**src/rtl/muldiv_unit_if.sv**
```systemverilog
// muldiv_unit_if -- request/response bundle for the HI/LO multiply-divide unit.
//
// Signals:
//   start        request a new operation (taken only when the unit is idle)
//   op[1:0]      00 MULTU, 01 MULT, 10 DIVU, 11 DIV
//   a, b         rs / rt operands, captured when the request is accepted
//   we_hi, we_lo MTHI / MTLO write strobes
//   wd           MTHI / MTLO write data
//   busy         operation in progress
//   done         one-cycle pulse when HI/LO hold a new result
//   hi, lo       architectural HI / LO registers
//
// Modports: master drives requests (pipeline / testbench), slave is the unit.
interface muldiv_unit_if;
    logic        start;
    logic [1:0]  op;
    logic [31:0] a;
    logic [31:0] b;
    logic        we_hi;
    logic        we_lo;
    logic [31:0] wd;
    logic        busy;
    logic        done;
    logic [31:0] hi;
    logic [31:0] lo;

    modport master (
        output start, op, a, b, we_hi, we_lo, wd,
        input  busy, done, hi, lo
    );

    modport slave (
        input  start, op, a, b, we_hi, we_lo, wd,
        output busy, done, hi, lo
    );
endinterface

```
**src/rtl/muldiv_unit.sv**
```systemverilog
// muldiv_unit -- iterative 32x32 multiply / 32/32 divide unit owning HI and LO.
//
// One radix-2 step per cycle: shift-add multiply, restoring divide. An accepted
// request spends 32 cycles in CALC and one in FIX, so busy is high for 33 cycles
// and done pulses in the cycle after the result lands in HI/LO.
//
// Ports:
//   clk    rising-edge clock
//   reset  synchronous, active-low reset
//   bus    muldiv_unit_if.slave (start/op/a/b/we_hi/we_lo/wd in, busy/done/hi/lo out)
//
// Configuration:
//   MULDIV_SIGNED_EN  when defined, op 01 (MULT) and op 11 (DIV) are two's-complement;
//                     otherwise they run as MULTU / DIVU and no sign logic is built.
module muldiv_unit (
    input logic          clk,
    input logic          reset,
    muldiv_unit_if.slave bus
);

    typedef enum logic [1:0] {IDLE, CALC, FIX} state_t;

    state_t      state;
    state_t      next_state;
    logic [4:0]  count;
    logic [63:0] acc;
    logic [31:0] opnd;
    logic        is_div;
    logic [31:0] hi_q;
    logic [31:0] lo_q;
    logic        done_q;

    logic [31:0] mag_a;
    logic [31:0] mag_b;
    logic [32:0] mul_sum;
    logic        div_ge;
    logic [31:0] div_rem;
    logic [63:0] prod;
    logic [31:0] quot;
    logic [31:0] rem;
    logic [31:0] res_hi;
    logic [31:0] res_lo;

`ifdef MULDIV_SIGNED_EN
    logic sign_a;
    logic sign_b;
    logic neg_prod;
    logic neg_quot;
    logic neg_rem;
`else
    logic unused_op_sign;
    assign unused_op_sign = bus.op[0];
`endif

    always_ff @(posedge clk) begin
        if (!reset) begin
            state <= IDLE;
        end else begin
            state <= next_state;
        end
    end

    always_comb begin
        next_state = state;
        case (state)
            IDLE:    if (bus.start) next_state = CALC;
            CALC:    if (count == 5'd0) next_state = FIX;
            FIX:     next_state = IDLE;
            default: next_state = IDLE;
        endcase
    end

    // Operand magnitudes; the iterative core only ever sees unsigned values.
    always_comb begin
`ifdef MULDIV_SIGNED_EN
        sign_a = bus.op[0] & bus.a[31];
        sign_b = bus.op[0] & bus.b[31];
        mag_a  = sign_a ? (~bus.a + 32'd1) : bus.a;
        mag_b  = sign_b ? (~bus.b + 32'd1) : bus.b;
`else
        mag_a  = bus.a;
        mag_b  = bus.b;
`endif
    end

    // acc holds {partial product, multiplier} for multiply and
    // {partial remainder, dividend/quotient} for divide. The divide trial uses
    // 33 bits because the shifted remainder can exceed 32 bits before subtracting;
    // when the trial succeeds the true difference always fits in 32 bits.
    always_comb begin
        mul_sum = {1'b0, acc[63:32]} + (acc[0] ? {1'b0, opnd} : 33'd0);
        div_ge  = acc[63:31] >= {1'b0, opnd};
        div_rem = acc[62:31] - opnd;
    end

    // Sign correction. A zero divisor leaves the quotient alone; the remainder
    // then equals |a| and restoring the dividend's sign yields a itself.
    always_comb begin
`ifdef MULDIV_SIGNED_EN
        prod = neg_prod ? (~acc + 64'd1) : acc;
        quot = neg_quot ? (~acc[31:0] + 32'd1) : acc[31:0];
        rem  = neg_rem  ? (~acc[63:32] + 32'd1) : acc[63:32];
`else
        prod = acc;
        quot = acc[31:0];
        rem  = acc[63:32];
`endif
        res_hi = is_div ? rem  : prod[63:32];
        res_lo = is_div ? quot : prod[31:0];
    end

    // Start takes priority over MTHI/MTLO in IDLE; the strobes are dropped
    // in every other state.
    always_ff @(posedge clk) begin
        if (!reset) begin
            count  <= 5'd0;
            acc    <= 64'd0;
            opnd   <= 32'd0;
            is_div <= 1'b0;
            hi_q   <= 32'd0;
            lo_q   <= 32'd0;
            done_q <= 1'b0;
`ifdef MULDIV_SIGNED_EN
            neg_prod <= 1'b0;
            neg_quot <= 1'b0;
            neg_rem  <= 1'b0;
`endif
        end else begin
            done_q <= 1'b0;
            case (state)
                IDLE: begin
                    if (bus.start) begin
                        acc    <= {32'd0, mag_a};
                        opnd   <= mag_b;
                        is_div <= bus.op[1];
                        count  <= 5'd31;
`ifdef MULDIV_SIGNED_EN
                        neg_prod <= sign_a ^ sign_b;
                        neg_quot <= (sign_a ^ sign_b) & (bus.b != 32'd0);
                        neg_rem  <= sign_a;
`endif
                    end else begin
                        if (bus.we_hi) hi_q <= bus.wd;
                        if (bus.we_lo) lo_q <= bus.wd;
                    end
                end
                CALC: begin
                    if (is_div) begin
                        acc <= div_ge ? {div_rem, acc[30:0], 1'b1} : {acc[62:0], 1'b0};
                    end else begin
                        acc <= {mul_sum, acc[31:1]};
                    end
                    if (count != 5'd0) count <= count - 5'd1;
                end
                FIX: begin
                    hi_q   <= res_hi;
                    lo_q   <= res_lo;
                    done_q <= 1'b1;
                end
                default: ;
            endcase
        end
    end

    assign bus.busy = (state != IDLE);
    assign bus.done = done_q;
    assign bus.hi   = hi_q;
    assign bus.lo   = lo_q;

endmodule

```
**src/flat_wrapper.sv**
```systemverilog
// flat-port wrapper written by rule: the top's interface ports become plain ports
module muldiv_unit_flat 
  (clk, reset, bus_start, bus_op, bus_a, bus_b, bus_we_hi, bus_we_lo, bus_wd, bus_busy, bus_done, bus_hi, bus_lo);
  muldiv_unit_if bus_i ();
  input logic clk;
  input logic reset;
  input wire logic [$bits(bus_i.start)-1:0] bus_start;
  input wire logic [$bits(bus_i.op)-1:0] bus_op;
  input wire logic [$bits(bus_i.a)-1:0] bus_a;
  input wire logic [$bits(bus_i.b)-1:0] bus_b;
  input wire logic [$bits(bus_i.we_hi)-1:0] bus_we_hi;
  input wire logic [$bits(bus_i.we_lo)-1:0] bus_we_lo;
  input wire logic [$bits(bus_i.wd)-1:0] bus_wd;
  output wire logic [$bits(bus_i.busy)-1:0] bus_busy;
  output wire logic [$bits(bus_i.done)-1:0] bus_done;
  output wire logic [$bits(bus_i.hi)-1:0] bus_hi;
  output wire logic [$bits(bus_i.lo)-1:0] bus_lo;
  assign bus_i.start = bus_start;
  assign bus_i.op = bus_op;
  assign bus_i.a = bus_a;
  assign bus_i.b = bus_b;
  assign bus_i.we_hi = bus_we_hi;
  assign bus_i.we_lo = bus_we_lo;
  assign bus_i.wd = bus_wd;
  assign bus_busy = bus_i.busy;
  assign bus_done = bus_i.done;
  assign bus_hi = bus_i.hi;
  assign bus_lo = bus_i.lo;
  muldiv_unit u_core (.clk(clk), .reset(reset), .bus(bus_i));
endmodule
```
**config.mk**
```make
export PLATFORM = sky130hd
export DESIGN_NAME = muldiv_unit_flat
export DESIGN_NICKNAME = d
export VERILOG_FILES = /design/src/rtl/muldiv_unit_if.sv /design/src/rtl/muldiv_unit.sv /design/src/flat_wrapper.sv
export SDC_FILE = /design/constraint.sdc
export NUM_CORES = 1
export LEC_CHECK = 0
export BUFFER_PORTS_ARGS = -buffer_cell sky130_fd_sc_hd__buf_2
export CAP_MARGIN = 20
export CORE_ASPECT_RATIO = 1.25
export CORE_UTILIZATION = 25
export DETAILED_ROUTE_END_ITERATION = 8
export PLACE_DENSITY = 0.46
export SYNTH_ARGS = -nofsm -noshare
export SYNTH_HDL_FRONTEND = slang
export SYNTH_SLANG_ARGS = --single-unit
```
**constraint.sdc**
```tcl
create_clock -name clk -period 4.2 [get_ports clk]
set_input_delay 0.21 -clock clk [delete_from_list [all_inputs] [get_ports clk]]
set_output_delay 0.21 -clock clk [all_outputs]
set_load 0.02 [all_outputs]
```
==> out/results.ini, run 1 <==
[status]
status=complete, but fails checks
violations=design-rule violations

[global_routing]
antenna_found_initial=0
grt_max_degree=80
grt_use_total_pct=15.9
grt.overflow.total=0
grt_pass1_vias=10300
grt_pass1_wl_um=57200

[critical_path]
slowest_stage=fa_1
required_ns=4.58
reg2reg_depth=15
cp_max_fo=26
crit_path_start_kind=flop
rrSetupSlack_ns=0.60
cp_top_family=compound AO/OA/AOI/OAI gates
crit_buf_inv=3
cp_data_arrival_time_ns=3.98
crit_path_end_kind=flop
path_cells=buf_4, and2_1, ha_1, inv_1, fa_1, nand2b_1, a21oi_1, buf_4, o21a_1, o21ai_0, a21oi_1, a221o_1, a41oi_1, a41o_1, o21ai_1
r2r-start=u_core.acc[0]
reg2reg_to=u_core.acc[63]
cpPeakStageDelay_ns=0.37
critPathKind=reg -> reg

[route]
wl_per_cell_um=17.3
vias=10700
route.detailed.drc=39
drt_iter0_drc=681
ant_nets=0
routed_via_density=4.96
wirelength_um=37100
dr.pass1.iters=7

[power_and_ir_drop]
power.internal_mw=3.27
clock_power_share_pct=36.7
combPwrFrac_pct=25.5
p_leak_nw=5.90
max-vdd-ir-drop_v=0.000339
powerDensity_nw_per_um2=360
sequentialPowerShare_pct=37.8
swShare_pct=33.0
power.switching_mw=1.61

[worst_hold_path]
hold_end=u_core.opnd[6]
worstHoldStart=bus_b[6]
hold_depth=3
min-delay-path-class=in -> reg

[cells_and_area]
nets=1736
drive_gt1_share_pct=15.6
fin_util_pct=30.5
syn_to_final_growth_pct=19.6
n_antenna_cell=0
finalNonFillerCells=2150

[sta]
clock.fmax_mhz=278
hold_viol=0
worst_slack_ns=0.601
setup_tns_ns=0
setup_viol=0
period_needed_ns=3.60
slew_headroom_pct=37.1
fin_skew_ns=0.00999
rsz0062_at_grt=false
maxSlewViolCount=0
fin_crit_sh_pct=85.7
worst_pin_slew_ns=0.940

[clock_tree]
clockBufferDepth=2
post-cts-setup-buffers=0
clock_sinks=169
clkTransAtPathRegs_ns=0.07
cts_made_buffers=17
h-tree-depth=4
clock_latency_ns=0.45
cts-root-buf=clkbuf_16
cts_tree=done

[placed_design]
dp.final_hpwl_um=27900
io_buffers=167
placedCellCount=2095
post-place-ws_ns=0.672
gp_congestion=0.866

[synthesis]
syn_nets=1608
yosys.area.top_type=dfxtp_1
synth_most_common_cell=dfxtp_1
synth_edf_count=0
synthCells=1437
avgSynthCellArea_um2=7.88
synth_flop_cell=dfxtp_1
synth.top_cell.area_share_pct=29.9
syn_area_um2=11300
synth_common_cells=169 x dfxtp_1, 147 x nor2_1, 143 x nand2_1, 109 x a21oi_1, 106 x mux2i_1
seq_area_frac_synth_pct=29.9
synth_cell_types=70
ys_async_sr_fraction_pct=0
ys_ff_latch=169
synthTopCellsByArea=dfxtp_1 30%, mux2i_1 9.4%, ha_1 7.3%
yosys_warnings=0

[floorplan]
start_util_pct=25.5
fp.dieW_um=192
dieArea_um2=46200
core_um2=44400
rows=86
die_h_um=240
ios=169

[run]
drv_cap=0

[registers in the layout, summed over array words and instances (netlist names)]
| register | cells |
|---|---|
| u_core.state | 2 |
| u_core.count | 5 |
| u_core.opnd | 32 |
| u_core.bus.done | 1 |
| u_core.bus.lo | 32 |
| u_core.acc | 64 |
| u_core.is_div | 1 |
| u_core.bus.hi | 32 |
[placed cells by master, fill, tap and decap left out, drive strengths merged, types with 66 or more instances in the layout]
cell type,netlist,routed
a211oi,78,78
buf,24,185
a21oi,111,111
mux2i,106,106
nand2,145,145
o21ai,90,90
nor2,147,147
ha,66,66
inv,87,91
dfxtp,169,169
[worst reg2reg max path, cell delays in order, from the launching register on]
cell and delay [ns]:
dfxtp_1 0.33, buf_4 0.32, and2_1 0.19, ha_1 0.20
inv_1 0.07, fa_1 0.37, nand2b_1 0.20, a21oi_1 0.19
buf_4 0.17, o21a_1 0.18, o21ai_0 0.23, a21oi_1 0.32
a221o_1 0.26, a41oi_1 0.15, a41o_1 0.24, o21ai_1 0.12
[how the worst max path moves through the flow]
stage | from | end | slack, ns | cells after the start
floorplan | u_core.acc[0] | u_core.acc[53] | 1.17 | 14
global placement | u_core.acc[0] | u_core.acc[63] | 0.69 | 15
detailed placement | u_core.acc[0] | u_core.acc[63] | 0.67 | 15
CTS | u_core.acc[0] | u_core.acc[63] | 0.62 | 15
global route | u_core.acc[0] | u_core.acc[62] | 0.40 | 12
finish | u_core.acc[0] | u_core.acc[63] | 0.60 | 15
[repair_timing]
action	4_1_cts	5_1_grt
hold buffers	21	0
setup endpoints to repair	0	0
hold endpoints to repair	21	0
resized for setup	0	0
[per-stage QoR]
step | power [mW] | instance area (µm²) | hold WS [ns]
after global routing | 5.12 | 13500 | 0.0102
after CTS | 4.93 | 13500 | 0.0000989
after floorplan | 2.73 | 11300 | 0.346
after detailed placement | 3.11 | 12600 | 0.451
final | 4.88 | 13500 | 0.0167
after global placement | 3.10 | 12600 | 0.445
[layout make-up]
class	count	area (µm²)
clock buffer	19	453
clock inverter	13	210
fill	4783	30900
inverter	87	329
multi-input combinational	1084	7230
sequential	169	3390
tap	572	716
timing repair buffer	206	1220
[per-layer routing]
layer	vias up	GRT usage (%)	part of all wire (%)
met3	29	2.00	3.3
met4	0	4.89	1.8
met2	216	27.2	48
li1	5393	-	-
met5	-	0	0
met1	5022	20.6	47
[cells by family (layout without fill, tap and decap cells)]
family / count (synthesis) / after routing / share of synthesized area (%)
AOI/OAI and AO/OA: 438 / 438 / 25.7
and+or+nand+nor: 416 / 416 / 16.5
buffers and inverters: 184 / 325 / 6.51
DFF: 169 / 169 / 29.9
muxes: 108 / 108 / 9.56
adders and majority gates: 68 / 68 / 7.64
xor gates and xnor gates: 54 / 54 / 4.17
[power by group through the flow]
stage	sequential (mW)	combinational [mW]	clock (mW)
final	1.84	1.24	1.79
after global routing	1.86	1.37	1.89
after CTS	1.85	1.25	1.84
after detailed placement	1.88	1.22	0
after global placement	1.88	1.22	0
after floorplan	1.89	0.844	0
(Power assumes the default switching activity.)
==> run 2: changes to the inputs <==
--- a/config.mk
+++ b/config.mk
@@ -13,2 +13,3 @@
 export PLACE_DENSITY = 0.46
+export SLEW_MARGIN = 20
 export SYNTH_ARGS = -nofsm -noshare
==> constraint.sdc (replaced) <==
create_clock -name clk -period 4.2 [get_ports clk]
set_input_delay 0.63 -clock clk [delete_from_list [all_inputs] [get_ports clk]]
set_output_delay 0.63 -clock clk [all_outputs]
set_load 0.02 [all_outputs]
==> run 2 against run 1 <==
The flow still finishes with violations (design-rule violations). Maximum frequency rose by 0.26%. Critical path type unchanged. Utilization fell by 0.75 points. Final area decreased by 2.5%. Sequential share of layout area is 0.63 points higher. Via count is 1.1% lower. Global-route usage about the same. Sequential cell count is the same. Register-to-register slack is essentially flat. Non-clock buffer count shrank 25. Critical path depth stayed put. Worst hold slack improved by 0.39 ns.
==> out/results.ini, run 2 (synthesis results as in run 1) <==
[critical_path]
cp_max_fo=24
crit_path_start_kind=flop
critPathKind=reg -> reg
rrSetupSlack_ns=0.61
cp_data_arrival_time_ns=3.98
required_ns=4.59
crit_path_end_kind=flop

[route]
vias=10500
wl_per_cell_um=17.5
routed_via_density=4.97
drt_iter0_drc=681
dr.pass1.iters=7
route.detailed.drc=40
wirelength_um=37100
ant_nets=0

[clock_tree]
clock_latency_ns=0.45
clock_sinks=169
cts_made_buffers=17
cts_resized=0
cts-root-buf=clkbuf_16
h-tree-depth=4
clockBufferDepth=2
cts_tree=done
holdBufCountCts=0
clkTransAtPathRegs_ns=0.07
post-cts-setup-buffers=0

[power_and_ir_drop]
clock_power_share_pct=34.7
power.switching_mw=1.54
combPwrFrac_pct=26.0
sequentialPowerShare_pct=39.3
swShare_pct=32.8
p_leak_nw=5.75
powerDensity_nw_per_um2=355
max-vdd-ir-drop_v=0.000311
power.internal_mw=3.15

[cells_and_area]
num-fill-cells=4822
n_antenna_cell=0
largest_reg_flops=64
mostFrequentLayoutCell=dfxtp_1
syn_to_final_growth_pct=16.6
layout_common_cells=168 x dfxtp_1, 167 x buf_2, 145 x nor2_1, 143 x nand2_1, 109 x a21oi_1
regMostFlops=u_core.acc
fin_util_pct=29.7
drive_gt1_share_pct=15.2
nets=1711
fin_area_um2=13200

[global_routing]
grt_use_total_pct=16.0
grt-busiest-layer=met2
grt_pass1_vias=10400
grt_use_met2_pct=26.6
met3_usage_pct=2.09
grt_max_degree=78
grt_pass1_wl_um=57200
antenna_found_initial=0
grt.overflow.total=0
grtUsageMet1_pct=20.7

[sta]
worst_slack_ns=0.611
setup_viol=0
hold_viol=0
holdWs_ns=0.405
fin_crit_sh_pct=85.5
rsz0062_at_grt=false
slew_headroom_pct=39.0
worst_pin_slew_ns=0.912
period_needed_ns=3.59
setup_tns_ns=0
maxSlewViolCount=0
clock.fmax_mhz=279
fin_skew_ns=0.0129

[floorplan]
ios=169
start_util_pct=25.5
rows=86
dieArea_um2=46200
die_h_um=240
fp.dieW_um=192
core_um2=44400

[status]
status=complete, but fails checks
violations=design-rule violations

[placed_design]
post-place-ws_ns=0.667
dp.final_hpwl_um=27800
gp_congestion=0.864
io_buffers=167
placed_area_um2=12600

[worst_hold_path]
min-delay-path-class=in -> reg

[run]
drv_cap=0

-- run 2: cell count changes in the layout (fill, tap and decap cells not counted), sizes merged --
| cell | change |
|---|---|
| bufinv | -1 |
| inv | -4 |
| dlygate4sd3 | -21 |
| clkbuf | +4 |
| clkinv | -1 |
| buf | -4 |
-- run 2: critical path, stage by stage (launching register included) --
cell      delay (ns)
dfxtp_1         0.33
buf_4           0.29
and2_1          0.18
ha_1            0.20
inv_1           0.07
fa_1            0.37
nand2b_1        0.20
a21oi_1         0.18
buf_4           0.17
o21a_1          0.19
o21ai_0         0.23
a21oi_1         0.32
a221o_1         0.27
a41oi_1         0.15
a41o_1          0.24
o21ai_1         0.12
-- run 2: path summary, 6_finish.rpt --
path / from / endpoint / cells after the start
max: u_core.acc[0] / u_core.acc[63] / 15
max reg2reg: u_core.acc[0] / u_core.acc[63] / 15
min: bus_op[1] / u_core.is_div / 3
min reg2reg: u_core.opnd[19] / u_core.opnd[19] / 2
-- run 2: layer usage --
metal / part of all wire (%) / vias to the layer above
li1: - / 5341
met1: 47 / 4908
met2: 47 / 244
met3: 3.5 / 52
met4: 2.7 / 0
met5: 0 / -
-- run 2: power by group through the flow --
stage	Sequential, mW	Combinational, mW	Clock (mW)
after global placement	1.88	1.22	0
after detailed placement	1.88	1.23	0
after CTS	1.85	1.23	1.67
final	1.85	1.22	1.63
after floorplan	1.89	0.844	0
after global routing	1.86	1.36	1.73
-- run 2: layout make-up --
class / count / area, µm² / area share, %
tap: 572 / 716 / 5.42
inverter: 87 / 329 / 2.49
clock inverter: 7 / 120 / 0.909
clock buffer: 23 / 458 / 3.47
multi-input combinational: 1084 / 7240 / 54.8
sequential: 169 / 3390 / 25.6
timing repair buffer: 181 / 966 / 7.31
-- run 2: stage by stage --
step	power (mW)	instances
floorplan	2.73	1437
global placement	3.10	2093
detailed placement	3.11	2093
CTS	4.75	2123
global route	4.95	2123
finish	4.69	2123
